**src/rtl/px_pkg.sv**
```systemverilog
// Shared definitions for the pixel conversion stage: mode encodings,
// luma weights and channel slicing helpers.
package px_pkg;

    typedef enum logic [1:0] {
        MODE_PASS   = 2'd0,
        MODE_AVG    = 2'd1,
        MODE_LUMA   = 2'd2,
        MODE_THRESH = 2'd3
    } mode_t;

    // Weights sum to 2**LUMA_SHIFT, so the shifted luma never exceeds full scale
    localparam int LUMA_WR    = 77;
    localparam int LUMA_WG    = 150;
    localparam int LUMA_WB    = 29;
    localparam int LUMA_SHIFT = 8;

    localparam int CH_R = 2;
    localparam int CH_G = 1;
    localparam int CH_B = 0;

    function automatic int chan_lsb(input int ch, input int pix_w);
        return ch * pix_w;
    endfunction

endpackage

```
**src/rtl/pixel_convert_stage_if.sv**
```systemverilog
// Input-FIFO read side and output-FIFO write side of the conversion stage.
interface pixel_convert_stage_if #(
    parameter int PIX_W = 8
);
    logic                 fifo_in_rd_en;
    logic [3*PIX_W-1:0]   fifo_in_dout;
    logic                 fifo_in_empty;
    logic                 fifo_out_wr_en;
    logic [3*PIX_W-1:0]   fifo_out_din;
    logic                 fifo_out_full;

    modport master (
        output fifo_in_rd_en,
        input  fifo_in_dout,
        input  fifo_in_empty,
        output fifo_out_wr_en,
        output fifo_out_din,
        input  fifo_out_full
    );

    modport slave (
        input  fifo_in_rd_en,
        output fifo_in_dout,
        output fifo_in_empty,
        input  fifo_out_wr_en,
        input  fifo_out_din,
        output fifo_out_full
    );
endinterface

```
**src/rtl/pixel_convert_core.sv**
```systemverilog
// Combinational per-pixel conversion: passthrough, average gray, luma gray
// or binary threshold on luma.
module pixel_convert_core
    import px_pkg::*;
#(
    parameter int PIX_W = 8
) (
    input  mode_t               mode,
    input  logic [PIX_W-1:0]    thresh,
    input  logic [3*PIX_W-1:0]  pix_in,
    output logic [3*PIX_W-1:0]  pix_out
);
    localparam int SUM_W = PIX_W + 2;
    localparam int ACC_W = PIX_W + 8;

    logic [PIX_W-1:0] r, g, b;
    logic [SUM_W-1:0] sum;
    logic [ACC_W-1:0] luma_acc;
    logic [PIX_W-1:0] avg, luma, gray;

    assign r = pix_in[chan_lsb(CH_R, PIX_W) +: PIX_W];
    assign g = pix_in[chan_lsb(CH_G, PIX_W) +: PIX_W];
    assign b = pix_in[chan_lsb(CH_B, PIX_W) +: PIX_W];

    // True division keeps the average exact for every input combination
    assign sum      = SUM_W'(r) + SUM_W'(g) + SUM_W'(b);
    assign avg      = PIX_W'(sum / SUM_W'(3));
    assign luma_acc = ACC_W'(LUMA_WR) * ACC_W'(r)
                    + ACC_W'(LUMA_WG) * ACC_W'(g)
                    + ACC_W'(LUMA_WB) * ACC_W'(b);
    assign luma     = PIX_W'(luma_acc >> LUMA_SHIFT);

    always_comb begin
        gray = '0;
        case (mode)
            MODE_AVG:    gray = avg;
            MODE_LUMA:   gray = luma;
            MODE_THRESH: gray = (luma >= thresh) ? '1 : '0;
            default:     gray = '0;
        endcase
    end

    genvar gi;
    generate
        for (gi = 0; gi < 3; gi++) begin : g_chan
            assign pix_out[gi*PIX_W +: PIX_W] =
                (mode == MODE_PASS) ? pix_in[gi*PIX_W +: PIX_W] : gray;
        end
    endgenerate

endmodule

```
**src/rtl/pixel_convert_stage.sv**
```systemverilog
// Two-stage streaming colour converter between an FWFT input FIFO and an
// output FIFO, with per-frame mode latching and frame-done signalling.
module pixel_convert_stage
    import px_pkg::*;
#(
    parameter int PIX_W        = 8,
    parameter int FRAME_PIXELS = 76800,
    parameter int CNT_W        = 17
) (
    input  logic                  clock,
    input  logic                  reset,
    input  logic [1:0]            mode,
    input  logic [PIX_W-1:0]      thresh,
    pixel_convert_stage_if.master fifo,
    output logic                  frame_done,
    output logic [CNT_W-1:0]      pixel_count
);
    logic                 s1_valid_reg, s2_valid_reg;
    logic [3*PIX_W-1:0]   s1_pix_reg, s2_pix_reg;
    mode_t                s1_mode_reg;
    logic [PIX_W-1:0]     s1_thresh_reg;
    logic                 s1_eof_reg, s2_eof_reg;
    mode_t                mode_lat_reg;
    logic [PIX_W-1:0]     thresh_lat_reg;
    logic [CNT_W-1:0]     count_reg;
    logic                 frame_done_reg;

    logic                 adv1, adv2, rd_en, wr_en;
    logic                 first_pix, last_pix;
    mode_t                mode_sel;
    logic [PIX_W-1:0]     thresh_sel;
    logic [3*PIX_W-1:0]   conv_pix;
    logic [CNT_W-1:0]     count_next;

    assign adv2  = !s2_valid_reg || !fifo.fifo_out_full;
    assign adv1  = !s1_valid_reg || adv2;
    assign rd_en = !reset && !fifo.fifo_in_empty && adv1;
    assign wr_en = !reset && s2_valid_reg && !fifo.fifo_out_full;

    assign first_pix  = (count_reg == '0);
    assign last_pix   = (count_reg == CNT_W'(FRAME_PIXELS - 1));
    assign count_next = last_pix ? '0 : count_reg + CNT_W'(1);

    // The first pixel of a frame already uses the freshly sampled settings
    assign mode_sel   = first_pix ? mode_t'(mode) : mode_lat_reg;
    assign thresh_sel = first_pix ? thresh : thresh_lat_reg;

    always_ff @(posedge clock or posedge reset) begin
        if (reset) begin
            s1_valid_reg   <= 1'b0;
            s1_pix_reg     <= '0;
            s1_mode_reg    <= MODE_PASS;
            s1_thresh_reg  <= '0;
            s1_eof_reg     <= 1'b0;
            mode_lat_reg   <= MODE_PASS;
            thresh_lat_reg <= '0;
            count_reg      <= '0;
        end else begin
            if (adv1) begin
                s1_valid_reg <= rd_en;
            end
            if (rd_en) begin
                s1_pix_reg    <= fifo.fifo_in_dout;
                s1_mode_reg   <= mode_sel;
                s1_thresh_reg <= thresh_sel;
                s1_eof_reg    <= last_pix;
                count_reg     <= count_next;
                if (first_pix) begin
                    mode_lat_reg   <= mode_sel;
                    thresh_lat_reg <= thresh_sel;
                end
            end
        end
    end

    pixel_convert_core #(
        .PIX_W (PIX_W)
    ) u_core (
        .mode    (s1_mode_reg),
        .thresh  (s1_thresh_reg),
        .pix_in  (s1_pix_reg),
        .pix_out (conv_pix)
    );

    always_ff @(posedge clock or posedge reset) begin
        if (reset) begin
            s2_valid_reg   <= 1'b0;
            s2_pix_reg     <= '0;
            s2_eof_reg     <= 1'b0;
            frame_done_reg <= 1'b0;
        end else begin
            if (adv2) begin
                s2_valid_reg <= s1_valid_reg;
                if (s1_valid_reg) begin
                    s2_pix_reg <= conv_pix;
                    s2_eof_reg <= s1_eof_reg;
                end
            end
            frame_done_reg <= wr_en && s2_eof_reg;
        end
    end

    assign fifo.fifo_in_rd_en  = rd_en;
    assign fifo.fifo_out_wr_en = wr_en;
    assign fifo.fifo_out_din   = s2_pix_reg;
    assign frame_done          = frame_done_reg;
    assign pixel_count         = count_reg;

endmodule

```
**src/flat_wrapper.sv**
```systemverilog
// flat-port wrapper written by rule: the top's interface ports become plain ports
module pixel_convert_stage_flat import px_pkg::*;
#(
    parameter int PIX_W        = 8,
    parameter int FRAME_PIXELS = 76800,
    parameter int CNT_W        = 17
)
  (clock, reset, mode, thresh, frame_done, pixel_count, fifo_fifo_in_rd_en, fifo_fifo_in_dout, fifo_fifo_in_empty, fifo_fifo_out_wr_en, fifo_fifo_out_din, fifo_fifo_out_full);
  pixel_convert_stage_if #(.PIX_W(PIX_W)) fifo_i ();
  input  logic clock;
  input  logic reset;
  input  logic [1:0] mode;
  input  logic [PIX_W-1:0] thresh;
  output logic frame_done;
  output logic [CNT_W-1:0] pixel_count;
  output wire logic [$bits(fifo_i.fifo_in_rd_en)-1:0] fifo_fifo_in_rd_en;
  input wire logic [$bits(fifo_i.fifo_in_dout)-1:0] fifo_fifo_in_dout;
  input wire logic [$bits(fifo_i.fifo_in_empty)-1:0] fifo_fifo_in_empty;
  output wire logic [$bits(fifo_i.fifo_out_wr_en)-1:0] fifo_fifo_out_wr_en;
  output wire logic [$bits(fifo_i.fifo_out_din)-1:0] fifo_fifo_out_din;
  input wire logic [$bits(fifo_i.fifo_out_full)-1:0] fifo_fifo_out_full;
  assign fifo_fifo_in_rd_en = fifo_i.fifo_in_rd_en;
  assign fifo_i.fifo_in_dout = fifo_fifo_in_dout;
  assign fifo_i.fifo_in_empty = fifo_fifo_in_empty;
  assign fifo_fifo_out_wr_en = fifo_i.fifo_out_wr_en;
  assign fifo_fifo_out_din = fifo_i.fifo_out_din;
  assign fifo_i.fifo_out_full = fifo_fifo_out_full;
  pixel_convert_stage #(.PIX_W(PIX_W), .FRAME_PIXELS(FRAME_PIXELS), .CNT_W(CNT_W)) u_core (.clock(clock), .reset(reset), .mode(mode), .thresh(thresh), .fifo(fifo_i), .frame_done(frame_done), .pixel_count(pixel_count));
endmodule
```
**config.mk**
```make
export PLATFORM = sky130hd
export DESIGN_NAME = pixel_convert_stage_flat
export DESIGN_NICKNAME = d
export VERILOG_FILES = /design/src/rtl/px_pkg.sv /design/src/rtl/pixel_convert_stage_if.sv /design/src/rtl/pixel_convert_core.sv /design/src/rtl/pixel_convert_stage.sv /design/src/flat_wrapper.sv
export SDC_FILE = /design/constraint.sdc
export NUM_CORES = 1
export LEC_CHECK = 0
export CORE_MARGIN = 2
export CORE_UTILIZATION = 64
export CTS_CLUSTER_DIAMETER = 120
export CTS_CLUSTER_SIZE = 25
export DETAILED_ROUTE_END_ITERATION = 8
export PLACE_DENSITY = 0.95
export SLEW_MARGIN = 40
export SYNTH_ARGS = -nofsm -noshare
export SYNTH_HDL_FRONTEND = slang
export SYNTH_HIERARCHICAL = 1
export SYNTH_SLANG_ARGS = --single-unit
```
**constraint.sdc**
```tcl
create_clock -name clock -period 23.9 [get_ports clock]
set_input_delay 4.78 -clock clock [delete_from_list [all_inputs] [get_ports clock]]
set_output_delay 4.78 -clock clock [all_outputs]
set_load 0.01 [all_outputs]
```
; Word-level counts from Yosys, hierarchy flattened
; Cells that the tools add are included.
[op_classes]
magnitude_cmp = 1
n_mul = 3
n_mux = 8
reduce_logical = 16
n_div = 1
n_addsub = 5
eq_ne = 4
[op_table]
columns = cell, count
row1 = 8-bit 2-to-1 mux, 5
row2 = "7-bit by 8-bit multiplier with 15-bit output, first input constant", 2
row3 = 8-bit case mux with 3 select lines, 1
row4 = "17-bit by 1-bit adder with 17-bit output, second input constant", 1
row5 = "17-bit equality test, second input constant", 1
row6 = 17-bit logical NOT, 1
row7 = 17-bit 2-to-1 mux, 1
row8 = 15-bit by 16-bit adder with 16-bit output, 1
row9 = 16-bit by 13-bit adder with 16-bit output, 1
row10 = "5-bit by 8-bit multiplier with 13-bit output, first input constant", 1
row11 = 10-bit by 8-bit adder with 10-bit output, 1
row12 = "10-bit by 2-bit divider with 10-bit output, second input constant", 1
row13 = 8-bit by 8-bit adder with 9-bit output, 1
row14 = 8-bit greater-or-equal comparator, 1
row15 = 1-bit logical AND, 5
row16 = 1-bit logical NOT, 5
row17 = "2-bit equality test, second input constant", 2
row18 = 2-bit AND reduction, 2
row19 = "2-bit by 1-bit equality test with 1-bit output, second input constant", 1
row20 = 2-bit logical NOT, 1
row21 = 1-bit logical OR, 2
row22 = 2-bit 2-to-1 mux, 1
[totals]
in_bits = 38
regBits = 90

; Longest topological paths before layout
; Gate-level depths: netlist of the first run.
[depth]
word_depth = 7
ltp_mapped = 34
ltp_nobuf = 34

; Modules after synthesis
; The synthesis of the first run kept the hierarchy.
[by_module_without_submodules]
columns = mod, area_per_inst_um2, cells_each, instances
row1 = pixel_convert_core, 4957.3, 610, 1
row2 = pixel_convert_stage, 3624.7, 330, 1

; Least setup slack after synthesis of the first run
; OpenSTA, ideal clock, no wires.
[synth_path]
path_type = in2out
from = input fifo_fifo_in_empty
to = output fifo_fifo_in_rd_en
arrival_ps = 5583
path_buffers = 1
stages = 3
setup_slack_ps = 13537
cell_sequence = a311o_1 -> inv_2 -> clkbuf_1
[synth_between]
elab_chain_cells = 3
[synth_rtl]
columns = item, line_no
row1 = start: declaration, flat_wrapper.sv:18  ; input wire logic [$bits(fifo_i.fifo_in_empty)-1:0] fifo_fifo_in_empty;
row2 = 1-bit logical NOT, pixel_convert_stage.sv:37  ; assign rd_en = !reset && !fifo.fifo_in_empty && adv1;
row3 = 1-bit logical AND (2 in a row), pixel_convert_stage.sv:37
row4 = end: declaration, flat_wrapper.sv:16  ; output wire logic [$bits(fifo_i.fifo_in_rd_en)-1:0] fifo_fifo_in_rd_en;
; Every way passes these cells.

; Final worst setup path of the first run
[layout_path]
from = input fifo_fifo_out_full
to = output fifo_fifo_in_rd_en
[layout_between]
elab_chain_cells = 4
[layout_rtl]
columns = item, line_no
row1 = start: declaration, flat_wrapper.sv:21  ; input wire logic [$bits(fifo_i.fifo_out_full)-1:0] fifo_fifo_out_full;
row2 = 1-bit logical NOT, pixel_convert_stage.sv:35  ; assign adv2 = !s2_valid_reg || !fifo.fifo_out_full;
row3 = 1-bit logical OR, pixel_convert_stage.sv:35
row4 = 1-bit logical OR, pixel_convert_stage.sv:36  ; assign adv1 = !s1_valid_reg || adv2;
row5 = 1-bit logical AND, pixel_convert_stage.sv:37
; Every way passes these cells.

==> results of run 1 <==
-- logic make-up after synthesis --
group                    Yosys count  share of synthesized area (%)
AO/OA/AOI/OAI                    170                           13.4
XOR/XNOR                          36                           3.85
adder cells (fa/ha/maj)          167                           29.9
buffers and inverters            163                           7.35
flip-flops                        90                           26.2
multiplexers                      31                           4.05
AND/OR/NAND/NOR                  283                           15.2
-- cell usage after synthesis, types with 5 or more instances --
| master | count |
|---|---|
| sky130_fd_sc_hd__nor3_1 | 8 |
| sky130_fd_sc_hd__nand2b_1 | 9 |
| sky130_fd_sc_hd__a22oi_1 | 12 |
| sky130_fd_sc_hd__dfrtp_1 | 90 |
| sky130_fd_sc_hd__nor4_1 | 11 |
| sky130_fd_sc_hd__nand3_1 | 25 |
| sky130_fd_sc_hd__xnor2_1 | 21 |
| sky130_fd_sc_hd__a21oi_1 | 32 |
| sky130_fd_sc_hd__o21bai_1 | 5 |
| sky130_fd_sc_hd__a211oi_1 | 7 |
| sky130_fd_sc_hd__and2_1 | 5 |
| sky130_fd_sc_hd__ha_1 | 102 |
| sky130_fd_sc_hd__o21ai_0 | 33 |
| sky130_fd_sc_hd__nor2_1 | 44 |
| sky130_fd_sc_hd__nand4_1 | 10 |
| sky130_fd_sc_hd__clkbuf_1 | 19 |
| sky130_fd_sc_hd__a21boi_0 | 6 |
| sky130_fd_sc_hd__o21ai_1 | 16 |
| sky130_fd_sc_hd__nand2_1 | 140 |
| sky130_fd_sc_hd__inv_1 | 137 |
| sky130_fd_sc_hd__a21o_1 | 17 |
| sky130_fd_sc_hd__mux2_2 | 26 |
| sky130_fd_sc_hd__fa_1 | 64 |
| sky130_fd_sc_hd__and3_1 | 5 |
| sky130_fd_sc_hd__xor2_1 | 14 |
-- worst reg2reg max path: cells and delay by family, from the launching register on --
| kind | cells | cell delay (ns) |
|---|---|---|
| AO/OA/AOI/OAI | 11 | 2.49 |
| XOR/XNOR | 1 | 0.42 |
| adder cells (fa/ha/maj) | 11 | 4.00 |
| buffers and inverters | 5 | 0.32 |
| flip-flops | 1 | 0.61 |
| multiplexers | 1 | 0.26 |
| AND/OR/NAND/NOR | 3 | 0.37 |
-- layer usage --
layer / part of all wire, % / vias to the layer above
li1: - / 3331
met1: 38 / 3593
met2: 49 / 413
met3: 7.6 / 106
met4: 4.9 / 0
met5: 0 / -
-- metrics by stage --
stage,setup slack [ns],hold WS (ns),util [%],std cells
after global placement,12.53,0.455,72.4,1179
after CTS,12.46,0.490,75.2,1195
after global routing,12.40,0.497,75.4,1196
after floorplan,13.54,0.444,-,940
after detailed placement,12.48,0.476,72.5,1179
final,12.45,0.493,75.4,1196
-- path summary, 6_finish.rpt --
check | from | endpoint | slack [ns]
max in group asynchronous | reset | u_core/fifo.fifo_out_din[0] | 18.13
worst max register to register | u_core/s1_pix_reg[13] | u_core/fifo.fifo_out_din[2] | 15.30
worst max-delay path | fifo_fifo_out_full | fifo_fifo_in_rd_en | 12.45
worst min register to register | u_core/s1_eof_reg | u_core/s1_eof_reg | 0.49
worst min-delay path | u_core/s1_eof_reg | u_core/s1_eof_reg | 0.49
min in group asynchronous | reset | u_core/fifo.fifo_out_din[4] | 4.78
-- area by class of cell --
cell class / instances / share of cell area [%]
clock buffers: 10 / 2.40
clock inverters: 6 / 1.22
inverters: 139 / 5.26
multi-input cells: 687 / 57.6
flip-flops and latches: 90 / 22.7
well taps: 176 / 2.21
repair buffers: 88 / 8.70
==> flow_metrics.tcl, run 1 <==
set metrics [dict create \
    run_status "finished, final reports clean" \
    ant_nets 0 \
    crit_arrival_ns 6.67 \
    synth.top_cells.by_area "sky130_fd_sc_hd__dfrtp_1, sky130_fd_sc_hd__fa_1, sky130_fd_sc_hd__ha_1, sky130_fd_sc_hd__nand2_1, sky130_fd_sc_hd__inv_1" \
    worst_hold_class "flip-flop to flip-flop" \
    crit_path_kind "input pin to output pin" \
    global_route.usage.total_pct 32.1 \
    gate_count_post_synth 940 \
    fp.dieArea_mm2 0.0144 \
    final_net_count 1219 \
    globalplace.congestion 0.936 \
    cts-hold-fix-buffers 0 \
    mappedNetlistArea_mm2 0.00858 \
    synth_enable_flop_cells 0 \
    seq_area_mm2 0.00225 \
    synth.lib_cells_used.distinct 77 \
    max_stage_delay_ns 0.54 \
    cp.buffers_inverters 4 \
    synth.yosys.seq_area_share_pct 26.2 \
    critPathMostFrequentCell "sky130_fd_sc_hd__clkdlybuf4s50_1" \
    synth_top_area_share_pct 26.2 \
    fmax_mhz 87.3 \
    cp.depth 5 \
    timing.critical_path.cells "clkdlybuf4s50_1 > a311o_2 > buf_4 > inv_2 > clkdlybuf4s50_1" \
    io-pin-count 82 \
    multi_input_combinational_cell_area_mm2 0.00572 \
    drt_drc_violations_left 0 \
    clock_sinks 90 \
    path_clk_slew_ns 0.06 \
    cts_buffers 9 \
    post_drt_via_cell_ratio 6.22 \
    cts.path.max_buffers 2 \
    rows 42 \
    global_route_total_overflow 0 \
    start_kind "input pin" \
    final.setup_skew_ns 0.0112 \
    mappedNetlistNets 1144 \
    die_w_um 120 \
    avgRoutedWirePerCell_um 18.7 \
    worstPathRequired_ns 19.12 \
    port_buffers 81 \
    hold_viol_final 0 \
    post-route-min-period_ns 11.45 \
    dp_hpwl_um 16500 \
    diodes 0 \
    number_of_vias_after_detailed_routing 7443 \
    use_met3_pct 6.51 \
    maxcap_violations 0 \
    met1_capacity_usage_during_global_routing_pct 38.1 \
    rsz_0062_raised_after_global_routing "false" \
    count_of_buffers_added_by_post_cts_timing_repair_for_setup 0 \
    chipHeight_um 120 \
    grt_pass1_wl_um 36200 \
    layout_common_cells "sky130_fd_sc_hd__nand2_1, sky130_fd_sc_hd__inv_1, sky130_fd_sc_hd__ha_1, sky130_fd_sc_hd__dfrtp_1, sky130_fd_sc_hd__clkdlybuf4s50_1" \
    yosys_register_bits 90 \
    worstSkewPairLatency_ns 0.35 \
    initial_core_util_pct 65.1 \
    synth_flop_cell "sky130_fd_sc_hd__dfrtp_1" \
    worstSetupEndpointType "output pin" \
    mostFrequentLayoutCell "sky130_fd_sc_hd__nand2_1" \
    worst_r2r_path_depth 32 \
    area_leader_netlist "sky130_fd_sc_hd__dfrtp_1" \
    min_period_over_period_pct 47.9 \
    antenna_found_initial 0 \
    core_region_area_mm2 0.0132 \
    grt_start_max_net_pins 79 \
    htree_levels 3 \
    post-route-cell-area_mm2 0.00994 \
    critPathMaxFanout 50 \
    synth-async-reset-ratio_pct 100 \
    crit_path_top_delay_cell "sky130_fd_sc_hd__clkdlybuf4s50_1" \
    filler_cell_count 827 \
    post_cts_resized 0 \
    areaGrowthSynthToFinish_pct 15.8 \
    route.final.wire_length_um 22400 \
    cts.root.buffer_cell "sky130_fd_sc_hd__clkbuf_16" \
    timing.slew.headroom_pct 44.1 \
    ys_warn_count 6 \
    dpl-instance-area_mm2 0.00956 \
    totalNegativeSetupSlack_ns 0 \
    drt_pass1_iterations 6 \
    first_iter_violations 841 \
    clock_tree_from_tritoncts "yes" \
    hold_depth 1 \
    tightest_slew_ns 0.836 \
    grt_pass1_vias 7518 \
    grt.met2_usage_pct 55.5 \
    setup_viol 0 \
    final_layout_size_suffix_gt1_share_pct 6.67 \
    maxSlewViolCount 0 \
    critical_path.top_delay_family "buffers and inverters" \
    globalRoute.busiestLayer "met2" \
    syn_avg_cell_area_um2 9.13 \
]
Power of run 1 is left out: the tool's default activity adds up to more than one toggle a clock period on the data nets, which glitch-free logic cannot reach.
==> run 2: changes to the inputs <==
--- a/config.mk
+++ b/config.mk
@@ -6,11 +6,11 @@
 export NUM_CORES = 1
 export LEC_CHECK = 0
 export CORE_MARGIN = 2
-export CORE_UTILIZATION = 64
+export CORE_UTILIZATION = 59
 export CTS_CLUSTER_DIAMETER = 120
 export CTS_CLUSTER_SIZE = 25
 export DETAILED_ROUTE_END_ITERATION = 8
-export PLACE_DENSITY = 0.95
+export PLACE_DENSITY = 0.92
 export SLEW_MARGIN = 40
 export SYNTH_ARGS = -nofsm -noshare
 export SYNTH_HDL_FRONTEND = slang
==> constraint.sdc (replaced) <==
create_clock -name clock -period 10.85 [get_ports clock]
set_input_delay 2.17 -clock clock [delete_from_list [all_inputs] [get_ports clock]]
set_output_delay 2.17 -clock clock [all_outputs]
set_load 0.01 [all_outputs]
==> flow_metrics.tcl, run 2 (synthesized netlist as in run 1, its figures left out) <==
set metrics [dict create \
    core_region_area_mm2 0.0144 \
    fp.dieArea_mm2 0.0155 \
    worstSkewPairLatency_ns 0.36 \
    post-route-min-period_ns 8.31 \
    global_route.usage.total_pct 28.5 \
    crit_arrival_ns 8.55 \
    ant_nets 0 \
    post_cts_resized 0 \
    first_iter_violations 705 \
    antenna_found_initial 0 \
    htree_levels 3 \
    filler_cell_count 1035 \
    cts.path.max_buffers 2 \
    critPathMaxFanout 7 \
    max_stage_delay_ns 0.51 \
    fmax_mhz 120 \
    grt_pass1_wl_um 35700 \
    final.setup_skew_ns 0.0107 \
    drt_drc_violations_left 0 \
    io-pin-count 82 \
    critPathMostFrequentCell "sky130_fd_sc_hd__ha_1" \
    hold_depth 2 \
    number_of_vias_after_detailed_routing 7207 \
    critical_path.top_delay_family "adder cells" \
    setup_viol 0 \
    hp-start "u_core/thresh_lat_reg[7]" \
    cp.buffers_inverters 4 \
    start_kind "flip-flop" \
    hold_viol_final 0 \
    mostFrequentLayoutCell "sky130_fd_sc_hd__nand2_1" \
    final_layout_size_suffix_gt1_share_pct 6.57 \
    drt_pass1_iterations 9 \
    avgRoutedWirePerCell_um 18.2 \
    worstPathRequired_ns 11.10 \
    min_period_over_period_pct 76.5 \
    globalRoute.busiestLayer "met2" \
    crit_path_kind "flip-flop to flip-flop" \
    count_of_buffers_added_by_post_cts_timing_repair_for_setup 0 \
    cts-hold-fix-buffers 0 \
    seq_area_mm2 0.00225 \
    worst_reg_to_reg_setup_slack_ns 2.54 \
    startpoint_of_the_lowest_slack_register_to_register_path "u_core/s1_pix_reg[11]" \
    clock_tree_from_tritoncts "yes" \
    path_clk_slew_ns 0.07 \
    globalplace.congestion 0.948 \
    worst_r2r_path_depth 32 \
    grt_pass1_vias 7479 \
    cts_buffers 9 \
    worstSetupEndpointType "flip-flop" \
    grt.met2_usage_pct 49.6 \
    rows 44 \
    rsz_0062_raised_after_global_routing "false" \
    route.final.wire_length_um 21900 \
    global_route_total_overflow 0 \
    tightest_slew_ns 0.821 \
    final_net_count 1219 \
    dp_hpwl_um 16500 \
    crit_path_top_delay_cell "sky130_fd_sc_hd__dfrtp_1" \
    clock_sinks 90 \
    worst_hold_class "flip-flop to flip-flop" \
    post_drt_via_cell_ratio 5.99 \
    use_met3_pct 4.90 \
    met1_capacity_usage_during_global_routing_pct 34.5 \
    timing.rr.end "u_core/fifo.fifo_out_din[19]" \
    initial_core_util_pct 59.7 \
    layout_common_cells "sky130_fd_sc_hd__nand2_1, sky130_fd_sc_hd__inv_1, sky130_fd_sc_hd__ha_1, sky130_fd_sc_hd__dfrtp_1, sky130_fd_sc_hd__clkdlybuf4s50_1" \
    maxSlewViolCount 0 \
    diodes 0 \
    maxcap_violations 0 \
    cts.root.buffer_cell "sky130_fd_sc_hd__clkbuf_16" \
    chipHeight_um 125 \
    multi_input_combinational_cell_area_mm2 0.00572 \
    die_w_um 125 \
    grt_start_max_net_pins 60 \
    timing.slew.headroom_pct 45.1 \
    holdPathEnd "u_core/s1_thresh_reg[7]" \
    run_status "finished, final reports clean" \
    areaGrowthSynthToFinish_pct 16.1 \
    totalNegativeSetupSlack_ns 0 \
    port_buffers 81 \
]
## run 2: worst max-delay path by stage
stage / cells past startpoint / to / from / slack (ns)
after floorplan: 29 / u_core/fifo.fifo_out_din[19] / u_core/s1_pix_reg[12] / 3.25
after global placement: 29 / u_core/fifo.fifo_out_din[3] / u_core/s1_pix_reg[12] / 2.94
after detailed placement: 29 / u_core/fifo.fifo_out_din[3] / u_core/s1_pix_reg[12] / 2.67
after CTS: 29 / u_core/fifo.fifo_out_din[19] / u_core/s1_pix_reg[12] / 2.64
after global routing: 32 / u_core/fifo.fifo_out_din[3] / u_core/s1_pix_reg[11] / 2.16
final: 32 / u_core/fifo.fifo_out_din[19] / u_core/s1_pix_reg[11] / 2.54
## run 2: per-stage QoR
stage / cell area (um2) / utilization (%) / cells / setup slack (ns) / hold slack [ns]
after floorplan: 8580 / - / 940 / 3.25 / 0.444
after global placement: 9550 / 66.5 / 1185 / 2.94 / 0.455
after detailed placement: 9600 / 66.8 / 1186 / 2.67 / 0.479
after CTS: 9940 / 69.2 / 1202 / 2.64 / 0.485
after global routing: 9970 / 69.4 / 1204 / 2.16 / 0.525
final: 9970 / 69.4 / 1204 / 2.54 / 0.493
## run 2: layout make-up
| type | instances | share of cell area, % |
|---|---|---|
| inverter | 139 | 5.25 |
| multi-input combinational | 687 | 57.4 |
| clock buffer | 10 | 2.40 |
| sequential | 90 | 22.6 |
| tap | 184 | 2.31 |
| clock inverter | 6 | 1.05 |
| timing repair buffer | 88 | 8.96 |
## run 2: tightest hold or removal path, stage by stage (launching register included)
cell                      delay [ns]
sky130_fd_sc_hd__dfrtp_1        0.34
sky130_fd_sc_hd__a22oi_1        0.07
sky130_fd_sc_hd__nand2_1        0.06
## run 2: metal layers
layer | routed length (um) | share of wire, %
met1 | 8880 | 41
met2 | 10700 | 49
met3 | 1450 | 6.6
met4 | 863 | 3.9
met5 | 0 | 0
Power of run 2 is left out for the same reason.
